## src/rtl/tile_draw_datapath.sv

```systemverilog
// Pixel datapath for the four-tile memory game: tile/flash colour loading, 8x8 pixel walk,
// LFSR tile picker and an optional 16-entry sequence store enabled by `define SEQ_STORE_EN.
module tile_draw_datapath (
  input  logic       clock,
  input  logic       resetn,
  input  logic       ld_tile,
  input  logic       ld_flash,
  input  logic [1:0] tile_num,
  input  logic       randomEnable,
  input  logic       counterEnable,
  input  logic       writeEnable,
  input  logic       seq_clear,
  input  logic [3:0] seq_rd_addr,
  output logic [7:0] x,
  output logic [6:0] y,
  output logic [2:0] colour,
  output logic       plot,
  output logic [1:0] seq_rd_tile,
  output logic [4:0] seq_len,
  output logic       seq_full
);

  localparam logic [2:0] FLASH_COLOUR = 3'b111;

  logic [7:0] lfsr_q, lfsr_d;
  logic [1:0] cur_tile_q, cur_tile_d;
  logic       flash_pending_q, flash_pending_d;
  logic [2:0] colour_reg_q, colour_reg_d;
  logic [5:0] cnt_q, cnt_d;
  logic [7:0] x_q, x_d;
  logic [6:0] y_q, y_d;
  logic [2:0] colour_q, colour_d;
  logic       plot_q, plot_d;
  logic       append;

  function automatic logic [2:0] base_colour(input logic [1:0] t);
    case (t)
      2'd0:    return 3'b100;
      2'd1:    return 3'b010;
      2'd2:    return 3'b001;
      default: return 3'b110;
    endcase
  endfunction

  function automatic logic [7:0] origin_x(input logic [1:0] t);
    return t[0] ? 8'd82 : 8'd70;
  endfunction

  function automatic logic [6:0] origin_y(input logic [1:0] t);
    return t[1] ? 7'd62 : 7'd50;
  endfunction

  // Tile/colour/counter load logic; ld_tile has priority over ld_flash.
  always_comb begin
    lfsr_d          = {lfsr_q[6:0], lfsr_q[7] ^ lfsr_q[5] ^ lfsr_q[4] ^ lfsr_q[3]};
    cur_tile_d      = cur_tile_q;
    flash_pending_d = flash_pending_q;
    colour_reg_d    = colour_reg_q;
    cnt_d           = cnt_q;
    append          = 1'b0;
    if (ld_tile) begin
      flash_pending_d = 1'b0;
      cnt_d           = 6'd0;
      if (randomEnable) begin
        cur_tile_d = lfsr_q[1:0];
        append     = 1'b1;
      end else if (!flash_pending_q) begin
        cur_tile_d = tile_num;
      end
      colour_reg_d = base_colour(cur_tile_d);
    end else if (ld_flash) begin
      flash_pending_d = 1'b1;
      cnt_d           = 6'd0;
      colour_reg_d    = FLASH_COLOUR;
    end else if (counterEnable) begin
      cnt_d = cnt_q + 6'd1;
    end
  end

  // Coordinates and colour are captured together so colour never leads position.
  always_comb begin
    x_d      = x_q;
    y_d      = y_q;
    colour_d = colour_q;
    plot_d   = writeEnable;
    if (writeEnable) begin
      x_d      = origin_x(cur_tile_q) + {5'd0, cnt_q[2:0]};
      y_d      = origin_y(cur_tile_q) + {4'd0, cnt_q[5:3]};
      colour_d = colour_reg_q;
    end
  end

  always_ff @(posedge clock or negedge resetn) begin
    if (!resetn) begin
      lfsr_q          <= 8'hA5;
      cur_tile_q      <= 2'd0;
      flash_pending_q <= 1'b0;
      colour_reg_q    <= 3'd0;
      cnt_q           <= 6'd0;
      x_q             <= 8'd0;
      y_q             <= 7'd0;
      colour_q        <= 3'd0;
      plot_q          <= 1'b0;
    end else begin
      lfsr_q          <= lfsr_d;
      cur_tile_q      <= cur_tile_d;
      flash_pending_q <= flash_pending_d;
      colour_reg_q    <= colour_reg_d;
      cnt_q           <= cnt_d;
      x_q             <= x_d;
      y_q             <= y_d;
      colour_q        <= colour_d;
      plot_q          <= plot_d;
    end
  end

  assign x      = x_q;
  assign y      = y_q;
  assign colour = colour_q;
  assign plot   = plot_q;

`ifdef SEQ_STORE_EN
  logic [1:0] seq_mem_q [16];
  logic [1:0] seq_mem_d [16];
  logic [4:0] seq_len_q, seq_len_d;
  logic [1:0] seq_rd_tile_q, seq_rd_tile_d;
  logic       seq_we;

  // A clear in the same cycle as an append drops the append.
  always_comb begin
    seq_we    = append && !seq_clear && (seq_len_q != 5'd16);
    seq_mem_d = seq_mem_q;
    seq_len_d = seq_len_q;
    if (seq_clear) begin
      seq_len_d = 5'd0;
    end else if (seq_we) begin
      seq_mem_d[seq_len_q[3:0]] = lfsr_q[1:0];
      seq_len_d                 = seq_len_q + 5'd1;
    end
    seq_rd_tile_d = ({1'b0, seq_rd_addr} < seq_len_q) ? seq_mem_q[seq_rd_addr] : 2'b00;
  end

  always_ff @(posedge clock or negedge resetn) begin
    if (!resetn) begin
      for (int i = 0; i < 16; i++) seq_mem_q[i] <= 2'b00;
      seq_len_q     <= 5'd0;
      seq_rd_tile_q <= 2'b00;
    end else begin
      seq_mem_q     <= seq_mem_d;
      seq_len_q     <= seq_len_d;
      seq_rd_tile_q <= seq_rd_tile_d;
    end
  end

  assign seq_len     = seq_len_q;
  assign seq_full    = (seq_len_q == 5'd16);
  assign seq_rd_tile = seq_rd_tile_q;
`else
  logic unused_seq;
  assign unused_seq  = ^{seq_clear, seq_rd_addr, append};
  assign seq_len     = 5'd0;
  assign seq_full    = 1'b0;
  assign seq_rd_tile = 2'b00;
`endif

endmodule

```

## config.mk

```make
export PLATFORM = sky130hd
export DESIGN_NAME = tile_draw_datapath
export DESIGN_NICKNAME = d
export VERILOG_FILES = /design/src/rtl/tile_draw_datapath.sv
export SDC_FILE = /design/constraint.sdc
export NUM_CORES = 1
export LEC_CHECK = 0
export CORE_MARGIN = 1
export CORE_UTILIZATION = 35
export DETAILED_ROUTE_END_ITERATION = 10
export HOLD_SLACK_MARGIN = 0.1
export PLACE_DENSITY = 0.63
export SLEW_MARGIN = 10
export SYNTH_ARGS = -nofsm -noshare
export SYNTH_HDL_FRONTEND = slang
export SYNTH_SLANG_ARGS = --single-unit
```

## constraint.sdc

```tcl
create_clock -name clock -period 2.15 [get_ports clock]
set_input_delay 0.3225 -clock clock [delete_from_list [all_inputs] [get_ports clock]]
set_output_delay 0.3225 -clock clock [all_outputs]
set_load 0.02 [all_outputs]
```

# Word-level counts from Yosys, hierarchy flattened
# Cells that the tools add are included.
# totals
reg_bits	39
inputBits	14
# op_classes
addsub	3
n_eq_ne	2
reduce_logical	3
n_mux	13
bitwise	3
# op_table
operator	count
$mux W6	3
$pmux W3 S3	1
$add A7 B3 Y8	1
$add A6 B3 Y7	1
$add A6 B1 Y6 const B	1
$mux W2	3
$mux W3	2
$mux W5	1
$mux W4	1
$reduce_bool A3 Y1	1
$xor A1 B1 Y1	3
$eq A2 B1 Y1 const B	1
$eq A2 B2 Y1 const B	1
$logic_not A2 Y1	1
$mux W1	2
$reduce_bool A2 Y1	1

# Logic depth before layout (Yosys ltp)
# Gate-level depths: netlist of the first run.
# depth
ltp_word	6
depth_mapped	5

# Worst setup path after synthesis of the first run
# No wires, ideal clock.
# synth_timing
path_kind	flip-flop to flip-flop
from	register cur_tile_q[1]
to	register y_q[3], in the netlist y[3]
path_buffers	0
setup_slack_ps	647
t_arrival_ps	1378
setup_ps	125
path_stages_with_launch	6
cell_sequence	dfrtp_1 -> inv_1 -> fa_1 -> inv_1 -> ha_1 -> mux2_2
# synth_via
elab_chain_cells	2
# synth_lines
item	line_no	rtl
start: declaration	26	logic [1:0] cur_tile_q, cur_tile_d;
start signal: assignment	106	cur_tile_q <= cur_tile_d;
$mux W4	50	return t[1] ? 7'd62 : 7'd50;
$add A6 B3 Y7	88	y_d = origin_y(cur_tile_q) + {4'd0, cnt_q[5:3]};
end signal: assignment	111	y_q <= y_d;
end: declaration	31	logic [6:0] y_q, y_d;
# No other way between the ends.
# A chain may end at the register's enable or synchronous reset.

# Final worst setup path of the first run
# Ends and elaborated chain as after synthesis.

==> results of run 1 <==
-- cell type report --
class / instances / area (um2) / area share
inverter: 15 / 56.3 / 0.0288
multi-input combinational: 72 / 552 / 0.283
sequential: 37 / 931 / 0.477
timing repair buffer: 27 / 265 / 0.136
clock buffer: 6 / 72.6 / 0.0372
tap: 52 / 65.1 / 0.0333
clock inverter: 2 / 10.0 / 0.00513
-- metal layers --
| metal | up-vias | GRT usage |
|---|---|---|
| met1 | 458 | 0.150 |
| met5 | - | 0 |
| met4 | 0 | 0.0680 |
| met2 | 31 | 0.179 |
| met3 | 7 | 0.0494 |
| li1 | 452 | - |
-- synth_stat cells --
cell      instances
nor2b_1           2
o22ai_1           1
dfrtp_1          33
buf_2             2
nand3b_1          1
nand2_1           3
clkbuf_1          1
nor2_1            8
buf_4            10
conb_1            1
nand4_2           1
mux2i_1           6
o21a_1            1
dfstp_2           4
inv_1            15
o22a_1            2
a211o_1           1
a21oi_1           2
a211oi_1          1
or2_2             2
xor2_1            2
fa_1              2
nand4_1           1
xnor2_1           5
a21o_1            1
o21ai_0           5
mux2_2            9
ha_1              5
or3_1             1
-- worst max-delay path, stage by stage (launching register included) --
cell and delay (ns):
dfrtp_1 0.44, inv_1 0.10, fa_1 0.42, inv_1 0.06, ha_1 0.21, mux2_2 0.26
-- power breakdown --
group	internal [mW]	total (mW)	switching [mW]
Sequential	0.734	0.759	0.0251
Clock	0.224	0.453	0.228
Combinational	0.0954	0.202	0.107
Total	1.05	1.41	0.360
-- registers in the layout (all words and copies together), names as in the netlist --
signal,cells
plot,1
cur_tile_q,2
x,6
y,7
cnt_q,6
flash_pending_q,1
lfsr_q,8
colour,3
colour_reg_q,3
-- logic make-up (layout without fill, tap and decap cells) --
family / Yosys count / in the layout
xor gates and xnor gates: 7 / 7
and+or+nand+nor: 19 / 19
other: 1 / 10
AOI/OAI and AO/OA: 14 / 14
buffers and inverters: 28 / 50
muxes: 15 / 15
DFF: 37 / 37
adders and majority gates: 7 / 7
-- worst min path at each step --
stage,startpoint,endpoint,slack (ns),cells after the start
2_1_floorplan,resetn,cnt_q[0],0.03,0
3_3_place_gp,lfsr_q[6],lfsr_q[7],0.34,0
3_5_place_dp,lfsr_q[6],lfsr_q[7],0.34,0
4_1_cts,lfsr_q[6],lfsr_q[7],0.36,0
5_1_grt,lfsr_q[6],lfsr_q[7],0.37,0
6_report,lfsr_q[6],lfsr_q[7],0.36,0
==> summary.txt, run 1 <==
Global routing
  – Total gr overflow: 0
  – Antenna violations before repair: 0
  – GRT Util Overall: 0.121
  – Largest net degree at the start of global routing: 38
  – Global-route wire length before repair: 4.51 mm
  – Vias in the first global route: 996

Timing
  – Final Hold Viols: 0
  – Fmax: 622 MHz
  – Worst Hold Margin: 0.363 ns
  – Fraction of the cycle the final worst path needs: 0.748
  – Setup TNS: 0 ns
  – Fin crit period: 1.61 ns
  – RSZ-0062 raised after global routing: false
  – Final setup vio count: 0
  – Slew Limit Fails: 0
  – Fin worst setup slack: 0.542 ns
  – Skew final: 0.00450 ns

Cells and area
  – Layout cell share with drive strength beyond 1: 0.157
  – Syn-to-layout area delta: 22.4%
  – Final core utilization: 0.448
  – Finished Layout Cells: 211
  – Design Area, Final: 1950 um2
  – Nets: 179
  – FILL cells: 410
  – Leading cell types in the layout, fill and taps excluded: dfrtp_1 (33), clkdlybuf4s50_1 (25), inv_1 (15)
  – Diodes inserted: 0
  – Commonest non-fill, non-tap cell in the layout: dfrtp_1

Die
  – Width of the die: 69.5 um
  – Die Y-Extent: 69.5 um
  – Core Area: 4350 um2
  – Cell Rows: 24
  – Starting Density: 0.366
  – Ports: 41
  – Die ar.: 4830 um2

Setup path
  – Worst Setup SP: cur_tile_q[1]
  – Crit-path max FO: 5
  – RR Startpoint: cur_tile_q[1]
  – FF-to-FF path depth: 5
  – Critical Path RT: 2.32 ns
  – Critical R2R Capture: y[3]
  – Crit path DAT: 1.78 ns
  – Nature of the critical path endpoint: flop
  – R2r setup slk: 0.54 ns
  – WS Path Type: flop to flop
  – Setup crit start kind: flop
  – Crit path to: y[3]

Clocking
  – H-tree depth: 2
  – Clock tree sinks: 37
  – Post-CTS sizing: 0
  – Total CTS buffers: 5
  – Root Driver: clkbuf_8
  – Clk_lat worst skew: 0.28 ns
  – Post-CTS repair timing setup buffer count: 0
  – TritonCTS clock tree: yes
  – Clock slew at reported path FFs: 0.07 ns
  – Post-CTS Hold Buffers: 0
  – Clk buf depth: 2

Synth
  – Mean post-synth cell area: 12.5 um2
  – Distinct cells, synth: 29
  – Adder-cell share of the synthesized area: 0.0644
  – Compound-Gate Fraction of Synth Area: 0.0565
  – Seq/Total Area, Yosys: 0.584
  – Yosys reg bits: 37
  – YS warnings: 0
  – Synth area leader: dfrtp_1
  – Synthesized area: 1590 um2
  – Share of the synthesized area in the top cell type: 0.518
  – Post-synthesis mux area share: 0.101
  – Synth Area in XOR/XNOR: 0.0385
  – Synth area leaders: dfrtp_1 (52%), dfstp_2 (6.6%), mux2_2 (6.4%)
  – Simple-gate area share of the yosys netlist: 0.0620
  – Mapped Cells: 128
  – Largest family of logic cells by synthesized area: multiplexers

Placement
  – IO buf count: 25
  – Placed Cells incl. Taps: 203
  – Placed Area: 1870 um2
  – Gpl congestion: 0.816
  – HPWL after DPL: 1.75 mm
  – Worst slack, placed: 0.306 ns

Power and ir drop
  – LEAKAGE: 0.890 nW
  – Total power: 1.41 mW
  – Pwr Density: 725 nW/um2
  – Worst vdd ir: 354 uV

Worst hold path
  – Hold Crit Class: flop to flop

Route
  – Total Wirelength: 2.45 mm
  – DR WL met2: 1.11 mm
  – Vias per inst: 4.49
  – Pre-Repair DR Iteration Count: 4
  – Wl on met1: 1.13 mm
  – DR top layer: met4
  – DRT iter0 DRCs: 74
  – WL met3: 153 um
  – Vias: 948
  – Residual DRC: 0
  – WL/cell: 11.6 um
  – DRT antenna net count: 0

Status
  – Outcome: finished, final reports clean

Job
  – Max-capacitance violation count: 0
(Power assumes the default switching activity.)
==> inputs of run 2 (changes only) <==
- PLACE_DENSITY: 0.63 -> 0.65
- clock period: 2.15 -> 1.3 ns (I/O delays scaled with it)
==> run 2 against run 1 <==
The run now ends with negative setup slack left. Register-to-register slack worse by 0.66 ns. Worst setup slack worse by 0.66 ns. Non-clock buffer count grew 17. Cell count increased by 8.1%. First-iteration DRC count fell by 65%. Global-route usage up 1.0 points. Combinational power is 89% higher. Clock skew about the same. Critical endpoint unchanged. Highest routed layer unchanged.
==> summary.txt, run 2 (synthesized netlist as in run 1, its figures left out) <==
Route
  – Residual DRC: 0 (unchanged)
  – Total Wirelength: 2.90 mm (was 2.45 mm)
  – Vias: 1,001 (was 948)
  – Vias per inst: 4.39 (was 4.49)
  – DRT iter0 DRCs: 26 (was 74)
  – WL/cell: 12.7 um (was 11.6 um)
  – Pre-Repair DR Iteration Count: 4 (unchanged)
  – DRT antenna net count: 0 (unchanged)

Clocking
  – Clock slew at reported path FFs: 0.07 ns (about the same)
  – Clk_lat worst skew: 0.28 ns (about the same)
  – Total CTS buffers: 5 (unchanged)
  – TritonCTS clock tree: yes (unchanged)
  – Post-CTS Hold Buffers: 0 (unchanged)
  – Clock tree sinks: 37 (unchanged)
  – H-tree depth: 2 (unchanged)
  – Clk buf depth: 2 (unchanged)
  – Root Driver: clkbuf_8 (unchanged)

Cells and area
  – Commonest non-fill, non-tap cell in the layout: dfrtp_1 (unchanged)
  – FILL cells: 390 (was 410)
  – Layout cell share with drive strength beyond 1: 0.290 (was 0.157)
  – Biggest register: lfsr_q (unchanged)
  – Diodes inserted: 0 (unchanged)
  – Syn-to-layout area delta: 35.0% (was 22.4%)
  – Final core utilization: 0.494 (was 0.448)
  – Finished Layout Cells: 228 (was 211)
  – Max FFs per register: 8 (unchanged)
  – Nets: 196 (was 179)
  – Leading cell types in the layout, fill and taps excluded: dfrtp_1 (32), dlygate4sd2_1 (17), buf_4 (16) (was dfrtp_1 (33), clkdlybuf4s50_1 (25), inv_1 (15))

Die
  – Cell Rows: 24 (unchanged)
  – Core Area: 4350 um2 (unchanged)
  – Die ar.: 4830 um2 (unchanged)
  – Ports: 41 (unchanged)
  – Starting Density: 0.366 (unchanged)
  – Width of the die: 69.5 um (unchanged)
  – Die Y-Extent: 69.5 um (unchanged)

Timing
  – Worst Hold Margin: 0.277 ns (was 0.363 ns)
  – Slew Limit Fails: 0 (unchanged)
  – Fmax: 704 MHz (was 622 MHz)
  – Skew final: 0.00493 ns (was 0.00450 ns)
  – Setup TNS: -0.212 ns (was 0 ns)
  – Final Hold Viols: 0 (unchanged)
  – Fraction of the cycle the final worst path needs: 1.09 (was 0.748)
  – Fin crit period: 1.42 ns (was 1.61 ns)
  – Fin worst setup slack: -0.120 ns (was 0.542 ns)
  – Final setup vio count: 3 (was 0)
  – RSZ-0062 raised after global routing: true (was false)

Placement
  – Placed Cells incl. Taps: 216 (was 203)
  – IO buf count: 25 (unchanged)
  – Gpl congestion: 0.752 (was 0.816)
  – HPWL after DPL: 2.00 mm (was 1.75 mm)

Status
  – Outcome: finished, violations left (was finished, final reports clean)
  – Failing checks: negative setup slack

Global routing
  – GRT Util Overall: 0.131 (was 0.121)
  – Largest net degree at the start of global routing: 38 (unchanged)
  – Vias in the first global route: 1,055 (was 996)
  – Antenna violations before repair: 0 (unchanged)
  – Total gr overflow: 0 (unchanged)
  – Global-route wire length before repair: 4.91 mm (was 4.51 mm)

Setup path
  – Most frequent CP cell: inv_2 (was inv_1)
  – Critical Path RT: 1.47 ns (was 2.32 ns)
  – WS Path Type: flop to flop (unchanged)
  – RR Startpoint: cur_tile_q[1] (unchanged)
  – Setup crit start kind: flop (unchanged)
  – Crit path DAT: 1.59 ns (was 1.78 ns)
  – Top delay family on crit path: adder cells (unchanged)
  – Worst path bufs/invs: 2 (unchanged)
  – CP max-delay cell: dfrtp_1 (unchanged)
  – Max incr delay on CP: 0.41 ns (was 0.44 ns)
  – Nature of the critical path endpoint: flop (unchanged)
  – R2r setup slk: -0.12 ns (was 0.54 ns)
  – Crit-path max FO: 3 (was 5)
  – CP cell instances: inv_2, fa_2, inv_2, ha_4, mux2_4 (was inv_1, fa_1, inv_1, ha_1, mux2_2)
  – Critical R2R Capture: y[3] (unchanged)
  – FF-to-FF path depth: 5 (unchanged)

Power and ir drop
  – Worst vdd ir: 630 uV (was 354 uV)
  – LEAKAGE: 1.02 nW (was 0.890 nW)
  – Total power: 2.64 mW (was 1.41 mW)
  – Pwr Density: 1230 nW/um2 (was 725 nW/um2)

Worst hold path
  – Hold Crit Class: input port to async pin (was flop to flop)

Job
  – Max-capacitance violation count: 0 (unchanged)
[run 2: routing by layer]
layer | wire length (um) | up-vias | GRT usage
li1 | - | 483 | -
met1 | 1250 | 477 | 0.163
met2 | 1500 | 39 | 0.208
met3 | 144 | 2 | 0.0465
met4 | 6 | 0 | 0.0544
met5 | 0 | - | 0
[run 2: worst max path at each step]
stage                          from               to  cells after the start
finish                cur_tile_q[1]             y[3]                      5
global placement        tile_num[1]  colour_reg_q[2]                      6
floorplan                  cnt_q[5]             y[3]                      5
detailed placement      tile_num[1]  colour_reg_q[2]                      6
global route          cur_tile_q[1]             y[3]                      5
CTS                 flash_pending_q  colour_reg_q[2]                      5
[run 2: worst reg2reg max path: stages, from the launching register on]
cell and delay (ns):
dfrtp_1 0.41, inv_2 0.07, fa_2 0.33, inv_2 0.07, ha_4 0.19, mux2_4 0.24
[run 2: area by class of cell]
class	instances	area [um2]	share of cell area
multi-input cells	72	582	0.270
clock buffers	7	86.3	0.0401
repair buffers	44	400	0.186
well taps	52	65.1	0.0302
flip-flops and latches	37	932	0.433
clock inverters	1	30.0	0.0140
inverters	15	56.3	0.0262
[run 2: report_power, final]
group          internal [mW]  switching (mW)
Combinational          0.178           0.203
Sequential              1.21          0.0394
Clock                  0.625           0.383
[run 2: timing repair]
| item | 4_1_cts | 5_1_grt |
|---|---|---|
| setup endpoints to repair | 20 | 3 |
| resized for setup | 17 | 10 |
| pin swaps | 0 | 5 |
| setup buffers | 1 | 3 |
[run 2: metrics by stage]
stage | instance area, um2 | worst slack [ns]
finish | 2150 | -0.120
global route | 2150 | -0.141
global placement | 2000 | -0.353
floorplan | 1630 | -0.104
detailed placement | 2000 | -0.378
CTS | 2100 | -0.121
